==> config.mk <==
export PLATFORM = sky130hd
export DESIGN_NAME = dmem_arbiter
export DESIGN_NICKNAME = d
export VERILOG_FILES = /design/src/rtl/dmem_arbiter.sv
export SDC_FILE = /design/constraint.sdc
export NUM_CORES = 1
export LEC_CHECK = 0
export BUFFER_PORTS_ARGS = -buffer_cell sky130_fd_sc_hd__buf_2
export CORE_UTILIZATION = 54
export CTS_BUF_LIST = sky130_fd_sc_hd__clkbuf_2 sky130_fd_sc_hd__clkbuf_4 sky130_fd_sc_hd__clkbuf_8
export DETAILED_ROUTE_END_ITERATION = 10
export MAX_ROUTING_LAYER = met4
export PLACE_DENSITY = 0.88
export SLEW_MARGIN = 0
export SYNTH_ARGS = -nofsm -noshare
export SYNTH_HDL_FRONTEND = slang
export SYNTH_SLANG_ARGS = --single-unit
==> constraint.sdc <==
create_clock -name clk -period 8.1 [get_ports clk]
set_clock_uncertainty 0.2 [all_clocks]
set_input_delay 0.81 -clock clk [delete_from_list [all_inputs] [get_ports clk]]
set_output_delay 0.81 -clock clk [all_outputs]
set_load 0.05 [all_outputs]
==> src/rtl/dmem_arbiter.sv <==
// Round-robin two-requester front end for the single-ported byte-lane data memory.
// Optional DMEM_ARB_MISALIGN_TRAP_EN: misaligned or size-11 accesses fault instead of being aligned.
module dmem_arbiter #(
    parameter int ADDR_W  = 32,
    parameter bit RR_INIT = 1'b1
) (
    input  logic              clk,
    input  logic              reset,
    input  logic              m0_req,
    input  logic              m0_wr,
    input  logic [1:0]        m0_size,
    input  logic              m0_unsigned,
    input  logic [ADDR_W-1:0] m0_addr,
    input  logic [31:0]       m0_wdata,
    output logic              m0_ack,
    output logic [31:0]       m0_rdata,
    output logic              m0_err,
    input  logic              m1_req,
    input  logic              m1_wr,
    input  logic [1:0]        m1_size,
    input  logic              m1_unsigned,
    input  logic [ADDR_W-1:0] m1_addr,
    input  logic [31:0]       m1_wdata,
    output logic              m1_ack,
    output logic [31:0]       m1_rdata,
    output logic              m1_err,
    output logic [ADDR_W-1:0] daddr,
    output logic [31:0]       dwdata,
    output logic [3:0]        we,
    input  logic [31:0]       drdata,
    output logic [1:0]        o_state
);

    // Requester handshake: mN_req is a level held with all fields stable until the
    // one-cycle mN_ack pulse; fields are latched at grant, so later changes are ignored.
    typedef enum logic [1:0] {S_IDLE = 2'd0, S_ACCESS = 2'd1, S_RESP = 2'd2} state_t;

    state_t            r_state;
    logic              r_last;
    logic              r_gnt;
    logic              r_wr;
    logic [1:0]        r_size;
    logic              r_uns;
    logic [1:0]        r_alo;
    logic              r_fault;
    logic [ADDR_W-1:0] r_daddr;
    logic [31:0]       r_dwdata;
    logic [3:0]        r_we;
    logic              r_ack0, r_ack1, r_err0, r_err1;
    logic [31:0]       r_rdata0, r_rdata1;

    logic              w_grant;
    logic              w_wr;
    logic [1:0]        w_size;
    logic              w_uns;
    logic [ADDR_W-1:0] w_addr;
    logic [31:0]       w_wdata;
    logic              w_fault;
    logic [3:0]        w_we;
    logic [31:0]       w_dwdata;
    logic [31:0]       w_sh;
    logic [31:0]       w_ld;

    // Contention goes to whoever did not win last time.
    assign w_grant = (m0_req && m1_req) ? ~r_last : m1_req;
    assign w_wr    = w_grant ? m1_wr       : m0_wr;
    assign w_size  = w_grant ? m1_size     : m0_size;
    assign w_uns   = w_grant ? m1_unsigned : m0_unsigned;
    assign w_addr  = w_grant ? m1_addr     : m0_addr;
    assign w_wdata = w_grant ? m1_wdata    : m0_wdata;

`ifdef DMEM_ARB_MISALIGN_TRAP_EN
    assign w_fault = (w_size == 2'b11) ||
                     ((w_size == 2'b01) && w_addr[0]) ||
                     ((w_size == 2'b10) && (w_addr[1:0] != 2'b00));
`else
    assign w_fault = 1'b0;
`endif

    always_comb begin
        w_we     = 4'b0000;
        w_dwdata = '0;
        case (w_size)
            2'b00: begin
                w_we     = 4'b0001 << w_addr[1:0];
                w_dwdata = {4{w_wdata[7:0]}};
            end
            2'b01: begin
                w_we     = 4'b0011 << {w_addr[1], 1'b0};
                w_dwdata = {2{w_wdata[15:0]}};
            end
            default: begin
                w_we     = 4'b1111;
                w_dwdata = w_wdata;
            end
        endcase
        if (!w_wr || w_fault) begin
            w_we     = 4'b0000;
            w_dwdata = '0;
        end
    end

    always_comb begin
        w_sh = drdata;
        w_ld = '0;
        case (r_size)
            2'b00:   w_sh = drdata >> {r_alo, 3'b000};
            2'b01:   w_sh = drdata >> {r_alo[1], 4'b0000};
            default: w_sh = drdata;
        endcase
        case (r_size)
            2'b00:   w_ld = r_uns ? {24'h0, w_sh[7:0]}  : {{24{w_sh[7]}}, w_sh[7:0]};
            2'b01:   w_ld = r_uns ? {16'h0, w_sh[15:0]} : {{16{w_sh[15]}}, w_sh[15:0]};
            default: w_ld = w_sh;
        endcase
        if (r_wr || r_fault) w_ld = '0;
    end

    always_ff @(posedge clk or posedge reset) begin
        if (reset) begin
            r_state  <= S_IDLE;
            r_last   <= RR_INIT;
            r_gnt    <= 1'b0;
            r_wr     <= 1'b0;
            r_size   <= 2'b00;
            r_uns    <= 1'b0;
            r_alo    <= 2'b00;
            r_fault  <= 1'b0;
            r_daddr  <= '0;
            r_dwdata <= '0;
            r_we     <= 4'b0000;
            r_ack0   <= 1'b0;
            r_ack1   <= 1'b0;
            r_err0   <= 1'b0;
            r_err1   <= 1'b0;
            r_rdata0 <= '0;
            r_rdata1 <= '0;
        end else begin
            case (r_state)
                S_IDLE: begin
                    if (m0_req || m1_req) begin
                        r_gnt    <= w_grant;
                        r_last   <= w_grant;
                        r_wr     <= w_wr;
                        r_size   <= w_size;
                        r_uns    <= w_uns;
                        r_alo    <= w_addr[1:0];
                        r_fault  <= w_fault;
                        r_daddr  <= w_addr;
                        r_dwdata <= w_dwdata;
                        r_we     <= w_we;
                        r_state  <= S_ACCESS;
                    end
                end
                S_ACCESS: begin
                    // Memory sees we for exactly this one cycle; load data is captured here.
                    r_ack0   <= ~r_gnt;
                    r_ack1   <= r_gnt;
                    r_err0   <= ~r_gnt & r_fault;
                    r_err1   <= r_gnt & r_fault;
                    r_rdata0 <= r_gnt ? 32'h0 : w_ld;
                    r_rdata1 <= r_gnt ? w_ld : 32'h0;
                    r_daddr  <= '0;
                    r_dwdata <= '0;
                    r_we     <= 4'b0000;
                    r_state  <= S_RESP;
                end
                default: begin
                    r_ack0   <= 1'b0;
                    r_ack1   <= 1'b0;
                    r_err0   <= 1'b0;
                    r_err1   <= 1'b0;
                    r_rdata0 <= '0;
                    r_rdata1 <= '0;
                    r_state  <= S_IDLE;
                end
            endcase
        end
    end

    assign m0_ack   = r_ack0;
    assign m1_ack   = r_ack1;
    assign m0_rdata = r_rdata0;
    assign m1_rdata = r_rdata1;
    assign m0_err   = r_err0;
    assign m1_err   = r_err1;
    assign daddr    = r_daddr;
    assign dwdata   = r_dwdata;
    assign we       = r_we;
    assign o_state  = r_state;

endmodule

After elaboration in Yosys (flattened, before gate mapping)
Cells that the tools add are included.

Bits in read-only memories: 0. Bits of input ports: 172. Logic and storage cells: 63. Bits in writable memories: 0. Register bits: 145. Output and inout port bits: 138. Latch bits: 0. Memories: 0.

Bitwise gates (word level): 2. Reduce and logical (&&, ||, !) cells: 8. $mul: 0. Divide/modulo/power cells: 0. Shift-type cells: 4. Add/subtract/negate cells: 0. Eq/ne operators: 4. Mux-type cells: 30. Magnitude comparators: 0.

Operators with widths (count): one-hot mux 32 bit (2 select lines) (7); two-way mux 32 bit (10); right shift 32 x 5 -> 32 bit (2); one-hot mux 4 bit (2 select lines) (2); two-way mux 4 bit (2); == test 2 x 1 -> 1 bit, second input constant (3); zero test 2 bit (3); two-way mux 1 bit (4); two-way mux 2 bit (2); one-hot mux 1 bit (2 select lines) (2); one-hot mux 2 bit (2 select lines) (1); AND reduction 2 bit (2); left shift 1 x 2 -> 4 bit, first input constant (1); left shift 2 x 2 -> 4 bit, first input constant (1); != test 2 bit, second input constant (1); inverter 1 bit (2); nonzero test 2 bit (1); logical AND 1 bit (1); logical OR 1 bit (1).

Depth between registers and ports, before layout
Gate-level depths: netlist of run 1.

Depth after elaboration: 8. Gate-level depth with buffers: 7. Mapped depth without buffers: 4.

Worst setup path after synthesis of run 1
OpenSTA, ideal clock, no wires.

Kind: in2reg. Start point: input m1_req. End point: register r_dwdata[16] (netlist: dwdata[16]). Buffers on the path: 2. Data arrival time: 1.978 ns. Data required time: 7.778 ns. Stages: 6. Library setup time: 0.122 ns. Path slack: 5.800 ns. Path through: a21bo_1 > buf_4 > mux2i_4 > buf_2 > nand2_1 > a32o_1.

Word-level cells in the longest chain between the ends: 8. Elaborated cells on any way between the ends: 14. Those cells by class: eq/ne (2); mux (8); reduce/logical (4).

Ends and longest elaborated chain: start, declared (RTL line 18) `input logic m1_req,`; logical AND 1 bit (RTL line 65) `assign w_grant = (m0_req && m1_req) ? ~r_last : m1_req;`; two-way mux 1 bit (RTL line 65); two-way mux 2 bit (RTL line 67) `assign w_size = w_grant ? m1_size : m0_size;`; == test 2 x 1 -> 1 bit or zero test 2 bit (tied branches) (RTL line 83) `case (w_size)`; one-hot mux 32 bit (2 select lines) (RTL line 83); two-way mux 32 bit (RTL line 97) `if (!w_wr || w_fault) begin`; two-way mux 32 bit (RTL line 141) `if (m0_req || m1_req) begin`; one-hot mux 32 bit (2 select lines) (RTL line 139) `case (r_state)`; end signal, assigned (RTL line 150) `r_dwdata <= w_dwdata;`; end, declared (RTL line 47) `logic [31:0] r_dwdata;`.

Several ways; a longest one is shown, not always the timed one. The select of a mux whose other input is x is not followed. A chain may end at the register's enable or synchronous reset.

Worst setup path after layout of run 1
Start point: register r_alo[1]. End point: register r_rdata1[19] (netlist: m1_rdata[19]).

Word-level cells in the longest chain between the ends: 7. Elaborated cells on any way between the ends: 9. Those cells by class: shift (2); mux (7).

Ends and longest elaborated chain: start, declared (RTL line 44) `logic [1:0] r_alo;`; start signal, assigned (RTL line 147) `r_alo <= w_addr[1:0];`; right shift 32 x 5 -> 32 bit, on equally long branches (RTL line 108, 107); one-hot mux 32 bit (2 select lines) (*) (RTL line 106) `case (r_size)`; two-way mux 32 bit, on equally long branches (RTL line 113, 112); one-hot mux 32 bit (2 select lines) (*) (RTL line 111) `case (r_size)`; two-way mux 32 bit (*) (RTL line 116) `if (r_wr || r_fault) w_ld = '0;`; two-way mux 32 bit (*) (RTL line 162) `r_rdata1 <= r_gnt ? w_ld : 32'h0;`; one-hot mux 32 bit (2 select lines) (*) (RTL line 139); end signal, assigned (RTL line 162); end, declared (RTL line 50) `logic [31:0] r_rdata0, r_rdata1;`.

Mark *: on every way between the ends. The rest lies on a longest branch, timed or not.

==> results of run 1 <==
==> power breakdown <==
group,internal [mW],switching [mW],total [mW],leakage [nW]
Clock,0.331,0.276,0.607,0.216
Sequential,1.03,0.244,1.28,1.92
Combinational,0.617,1.89,2.50,2.94
Total,1.98,2.41,4.39,5.07
==> per-layer routing <==
| metal | global-route usage | up-vias | routed length [um] | part of all wire |
|---|---|---|---|---|
| met2 | 0.538 | 456 | 11500 | 0.50 |
| met4 | 0.152 | 0 | 814 | 0.036 |
| li1 | - | 3324 | - | - |
| met3 | 0.0684 | 61 | 1920 | 0.084 |
| met5 | - | - | 0 | 0 |
| met1 | 0.398 | 3504 | 8630 | 0.38 |
==> logic make-up (layout without fill, tap and decap cells) <==
family / count (synthesis) / count (layout) / share of synthesized area
simple gates: 216 / 216 / 0.133
flops: 144 / 144 / 0.479
buf+inv: 93 / 373 / 0.0557
mux: 78 / 78 / 0.109
compound gates: 229 / 229 / 0.223
other cells: 1 / 6 / 0.000498
==> Yosys cell counts, types with 3 or more instances <==
| cell type | number | area (um^2) |
|---|---|---|
| buf_6 | 4 | 45.0 |
| a21oi_1 | 28 | 140 |
| o21ai_1 | 3 | 15.0 |
| and4_1 | 7 | 61.3 |
| buf_2 | 20 | 100 |
| dfrtp_1 | 143 | 3580 |
| nand2_1 | 129 | 484 |
| nand3b_1 | 3 | 22.5 |
| clkbuf_1 | 38 | 143 |
| o21ai_0 | 52 | 260 |
| mux2i_1 | 66 | 661 |
| nand2b_1 | 13 | 81.3 |
| a211oi_1 | 8 | 60.1 |
| o211ai_1 | 30 | 225 |
| nor2_1 | 8 | 30.0 |
| a22oi_1 | 7 | 52.6 |
| o22ai_1 | 7 | 43.8 |
| a21o_1 | 6 | 45.0 |
| a22o_1 | 20 | 175 |
| mux2_2 | 10 | 113 |
| and2_1 | 15 | 93.8 |
| inv_1 | 26 | 97.6 |
| buf_4 | 4 | 30.0 |
| nand3_1 | 26 | 130 |
| nor2b_1 | 4 | 25.0 |
| nor3_1 | 3 | 15.0 |
| a32o_1 | 40 | 400 |
| a221o_1 | 14 | 140 |
==> flip-flops by register name (all words and copies together) (netlist names) <==
name      flops
we            4
r_wr          1
m1_ack        1
daddr        32
m0_ack        1
r_gnt         1
r_uns         1
r_size        2
dwdata       32
r_alo         2
r_last        1
m1_rdata     32
o_state       2
m0_rdata     32
==> worst min path at each step <==
stage	to	slack [ns]	cells past startpoint
6_report	daddr[4]$_DFFE_PP0P_	0.22	2
5_1_grt	daddr[2]$_DFFE_PP0P_	0.25	2
4_1_cts	daddr[4]$_DFFE_PP0P_	0.23	2
3_5_place_dp	daddr[8]$_DFFE_PP0P_	0.26	2
3_3_place_gp	m1_ack$_DFFE_PP0N_	0.25	1
2_1_floorplan	r_uns$_DFFE_PP0P_	0.29	2
==> metrics by stage <==
stage	cells	hold WS, ns	utilization	worst slack, ns	area (um^2)
after floorplan	762	0.288	-	3.23	7530
after global placement	1186	0.254	0.677	4.91	9070
after detailed placement	1186	0.265	0.677	4.80	9070
after CTS	1218	0.234	0.709	4.89	9500
after global routing	1221	0.248	0.709	4.66	9510
final	1222	0.218	0.710	4.80	9510
==> cell type report <==
type | instances | share of cell area
multi-input combinational | 525 | 0.373
timing repair buffer | 315 | 0.168
clock buffer | 25 | 0.0349
sequential | 144 | 0.379
clock inverter | 7 | 0.0103
inverter | 26 | 0.0108
antenna | 4 | 0.00105
tap | 176 | 0.0232
==> reports/metrics.yaml, run 1 <==
min_path:
  hp-class: "input pin to asynchronous set/reset pin"
power:
  ir_drop_mv: 0.218
  total_power_mw: 4.39
  p_leak_nw: 5.07
  powerDensity_nw_per_um2: 461
logic_synthesis:
  ys_ff_latch: 144
  ys.flop_type: "dfrtp_1"
  synthArstFlopShare: 1.00
  synth_area_um2: 7530
  syn_inst: 761
  synth_edf_count: 0
  synth_cell_type_count: 49
  ys_seq_area_frac: 0.479
  synth_warnings: 0
  syn_avg_cell_area_um2: 9.89
detailed_routing:
  viasPerCell: 6.01
  dr.pass1.iters: 5
  routed_wirelength_um: 22900
  ant_nets: 0
  dr.first_iter.drc_count: 710
  vias: 7345
  wl_per_cell_um: 18.7
  route.detailed.drc: 0
worst_setup_path:
  cp-end-kind: "register"
  endpoint: "m1_rdata[19]$_DFFE_PP0N_"
  slowest_delay_ns: 0.93
  startpoint_type: "register"
  arrival_ns: 3.48
  r2r_slack_ns: 4.80
  r2r_end: "m1_rdata[19]$_DFFE_PP0N_"
  path_buf_inv: 0
  setup.worst_path.start: "r_alo[1]$_DFFE_PP0P_"
  critical-path-slowest-cell: "or3_1"
  critPathKind: "register to register"
  crit_required_ns: 8.28
  crit_chain: "or3b_1, o22ai_2, or3_1, a32o_1"
  worstPathMaxFanout: 32
  path_depth: 4
  critical_path.top_delay_family: "simple AND/OR/NAND/NOR gates"
  reg2reg_depth: 4
  worstReg2RegStart: "r_alo[1]$_DFFE_PP0P_"
clock_tree:
  cts_hold_buffers: 0
  clock_latency_ns: 0.44
  path_clk_slew_ns: 0.08
  cts_root_buffer: "clkbuf_8"
  clock_sinks: 144
  cts_max_path_buffers: 2
  postCtsSetupRepairBufs: 0
  ctsResizeCount: 0
  cts_tree: "done"
  htreeDepth: 4
  numCtsBuffers: 17
sta:
  finalSetupViolCount: 0
  finalHoldViolCount: 0
  finalCriticalPeriod_ns: 3.30
  finalCritPeriodShare: 0.407
  setup-tns-final_ns: 0
  slew_viol_final: 0
  worstMarginPinSlew_ns: 1.13
  max_freq_mhz: 303
  timing.slew.headroom: 0.247
  rsz0062_at_grt: "no"
floorplan:
  dieHeight_um: 120
  dieArea_um2: 14400
  pin_count: 310
  dieWidth_um: 120
  std_cell_rows: 42
  core_um2: 13400
  initial_core_util: 0.562
grt:
  overflow: 0
  grt_pass1_wl_um: 35700
  grt_pass1_vias: 7096
  track_usage: 0.332
  grt_max_degree: 83
  antenna_found_initial: 3
placement:
  gp_congestion: 0.905
  dpl.hpwl_um: 16100
  port_buffers: 307
status:
  outcome: "completed"
cells_and_area:
  final_nets: 1201
  drive_above_1_share: 0.356
  area.growth.synth_to_final_pct: 26.3
  num-fill-cells: 1013
  regArea_um2: 3600
  final_cell_mix: "buf_2 (307), dfrtp_1 (143), nand2_1 (129), mux2i_1 (66), o21ai_0 (52)"
  multiInputGateArea_um2: 3550
  mostFrequentLayoutCell: "buf_2"
flow_run:
  cap_violations: 0
(Power assumes the default switching activity.)
==> run 2: changes to the inputs <==
--- a/config.mk
+++ b/config.mk
@@ -6,11 +6,11 @@
 export NUM_CORES = 1
 export LEC_CHECK = 0
 export BUFFER_PORTS_ARGS = -buffer_cell sky130_fd_sc_hd__buf_2
-export CORE_UTILIZATION = 54
+export CORE_UTILIZATION = 45
 export CTS_BUF_LIST = sky130_fd_sc_hd__clkbuf_2 sky130_fd_sc_hd__clkbuf_4 sky130_fd_sc_hd__clkbuf_8
 export DETAILED_ROUTE_END_ITERATION = 10
 export MAX_ROUTING_LAYER = met4
-export PLACE_DENSITY = 0.88
+export PLACE_DENSITY = 0.78
 export SLEW_MARGIN = 0
 export SYNTH_ARGS = -nofsm -noshare
 export SYNTH_HDL_FRONTEND = slang
==> constraint.sdc (replaced) <==
create_clock -name clk -period 3 [get_ports clk]
set_clock_uncertainty 0.2 [all_clocks]
set_input_delay 0.3 -clock clk [delete_from_list [all_inputs] [get_ports clk]]
set_output_delay 0.3 -clock clk [all_outputs]
set_load 0.05 [all_outputs]
==> reports/metrics.yaml, run 2 (synthesis gave the netlist of run 1 again) <==
sta:
  worstMarginPinSlew_ns: 0.807  # -0.322 ns
  finalCritPeriodShare: 0.967  # +0.559
  finalCriticalPeriod_ns: 2.90  # -0.399 ns
  rsz0062_at_grt: "no"
  timing.slew.headroom: 0.462  # +0.215
  setup-tns-final_ns: 0  # unchanged
  slew_viol_final: 0  # unchanged
  worst_slack_ns: 0.100  # -4.70 ns
  max_freq_mhz: 345  # +14%
  finalHoldViolCount: 0  # unchanged
  finalSetupViolCount: 0  # unchanged
flow_run:
  cap_violations: 0  # unchanged
cells_and_area:
  drive_above_1_share: 0.330  # -0.0265
  mostFrequentLayoutCell: "buf_2"
  post-route-util: 0.666  # -0.0438
  final_nets: 1312  # +9.2%
  final_cell_mix: "buf_2 (307), dfrtp_1 (143), nand2_1 (129), dlygate4sd3_1 (102), mux2i_1 (66)"
  area.growth.synth_to_final_pct: 42.5
detailed_routing:
  ant_nets: 0  # unchanged
  dr.pass1.iters: 7  # +2
  wl_per_cell_um: 18.9  # +1.2%
  viasPerCell: 5.67  # -5.7%
  vias: 7802  # +6.2%
  route.detailed.drc: 0  # unchanged
  dr.first_iter.drc_count: 614  # -14%
  routed_wirelength_um: 26100  # +14%
grt:
  grt_use_met1: 0.355  # -0.0436
  overflow: 0  # unchanged
  grt_pass1_wl_um: 40700  # +14%
  grt_max_degree: 145  # +75%
  top_usage_layer: "met2"
  grt_util_met3: 0.0664  # -0.00208
  antenna_found_initial: 6  # +3
  track_usage: 0.311  # -0.0204
  met2_usage: 0.509  # -0.0289
  grt_pass1_vias: 7905  # +11%
clock_tree:
  htreeDepth: 4  # unchanged
  clock_sinks: 144  # unchanged
  cts_root_buffer: "clkbuf_8"
  numCtsBuffers: 17  # unchanged
  ctsResizeCount: 0  # unchanged
  clock_latency_ns: 0.45  # about the same
  cts_tree: "done"
  cts_max_path_buffers: 2  # unchanged
  path_clk_slew_ns: 0.08  # about the same
  postCtsSetupRepairBufs: 0  # unchanged
worst_setup_path:
  crit_chain: "a21bo_4, buf_4, mux2i_1, dlygate4sd3_1, o21ai_0"
  crit_required_ns: 3.10  # -5.18 ns
  arrival_ns: 3.00  # -0.48 ns
  worstPathMaxFanout: 44  # +38%
  reg2reg_depth: 5  # +1
  critPathKind: "register to register"
  r2r_end: "daddr[9]$_DFFE_PP0P_"
  critical-path-slowest-cell: "buf_4"
  r2r_slack_ns: 0.10  # -4.70 ns
  slowest_delay_ns: 0.61  # -0.32 ns
  cp-end-kind: "register"
  worstReg2RegStart: "r_last$_DFFE_PP1P_"
  startpoint_type: "register"
power:
  p_leak_nw: 5.55  # +9.5%
  powerDensity_nw_per_um2: 1150  # +150%
  ir_drop_mv: 0.745  # +240%
placement:
  pre_cts_ws_ns: 0.377  # -4.43 ns
  dpl.hpwl_um: 16600  # +2.9%
  port_buffers: 307  # unchanged
  gp_congestion: 0.930  # +2.8%
floorplan:
  std_cell_rows: 46  # +9.5%
  pin_count: 310  # unchanged
  dieHeight_um: 131  # +9.4%
  dieArea_um2: 17300  # +20%
  dieWidth_um: 131  # +9.4%
  initial_core_util: 0.467  # -0.0947
  core_um2: 16100  # +20%
min_path:
  hp-class: "input pin to register"
  worst_hold_path.endpoint: "dwdata[9]$_DFFE_PP0P_"
  hold_path_depth: 4
  hp-start: "m1_wdata[9]"
status:
  outcome: "completed"
run 2: worst max-delay path by stage:
| stage | start | to | slack (ns) | cells after the start |
|---|---|---|---|---|
| 6_report | r_last$_DFFE_PP1P_ | daddr[9]$_DFFE_PP0P_ | 0.10 | 5 |
| 5_1_grt | r_last$_DFFE_PP1P_ | daddr[7]$_DFFE_PP0P_ | 0.03 | 5 |
| 4_1_cts | r_last$_DFFE_PP1P_ | daddr[3]$_DFFE_PP0P_ | 0.17 | 5 |
| 3_5_place_dp | r_alo[0]$_DFFE_PP0P_ | m1_rdata[25]$_DFFE_PP0N_ | 0.38 | 5 |
| 3_3_place_gp | r_alo[0]$_DFFE_PP0P_ | m1_rdata[21]$_DFFE_PP0N_ | 0.50 | 5 |
| 2_1_floorplan | reset | daddr[0]$_DFFE_PP0P_ | 0.70 | 1 |
run 2: cell type report:
class,count,area (um^2)
inverter,26,101
fill,1263,5390
clock inverter,9,180
sequential,144,3600
timing repair buffer,426,2710
tap,216,270
antenna,8,20.0
clock buffer,23,292
multi-input combinational,525,3550
run 2: per-layer routing:
metal / up-vias / wire [um] / part of all wire
met5: - / 0 / 0
met4: 0 / 1170 / 0.045
met3: 91 / 1990 / 0.076
met2: 419 / 12900 / 0.50
met1: 3740 / 9980 / 0.38
li1: 3552 / - / -
run 2: metrics by stage:
stage,hold slack (ns),power (mW),std cells,area [um^2]
3_3_place_gp,0.254,10.2,1235,9220
5_1_grt,0.0147,13.0,1375,10700
6_report,0.0245,12.4,1377,10700
4_1_cts,0.00174,12.3,1369,10700
2_1_floorplan,0.245,8.56,762,7540
3_5_place_dp,0.262,10.3,1235,9220
run 2: power by group:
| group | internal, mW | total (mW) | switching (mW) |
|---|---|---|---|
| logic | 1.90 | 7.17 | 5.27 |
| clock network | 1.07 | 1.83 | 0.758 |
| registers | 2.79 | 3.37 | 0.575 |
| total | 5.77 | 12.4 | 6.60 |
run 2: critical path, delay by kind of cell (launching register included):
kind,cells,cell delay [ns]
muxes,1,0.29
DFF,1,0.59
buffers and inverters,2,1.18
AOI/OAI and AO/OA,2,0.43
run 2: repair_timing:
action / 4_1_cts / 5_1_grt
hold buffers: 102 / 0
endpoints found under the setup margin: 0 / 0
hold endpoints to repair: 207 / 0
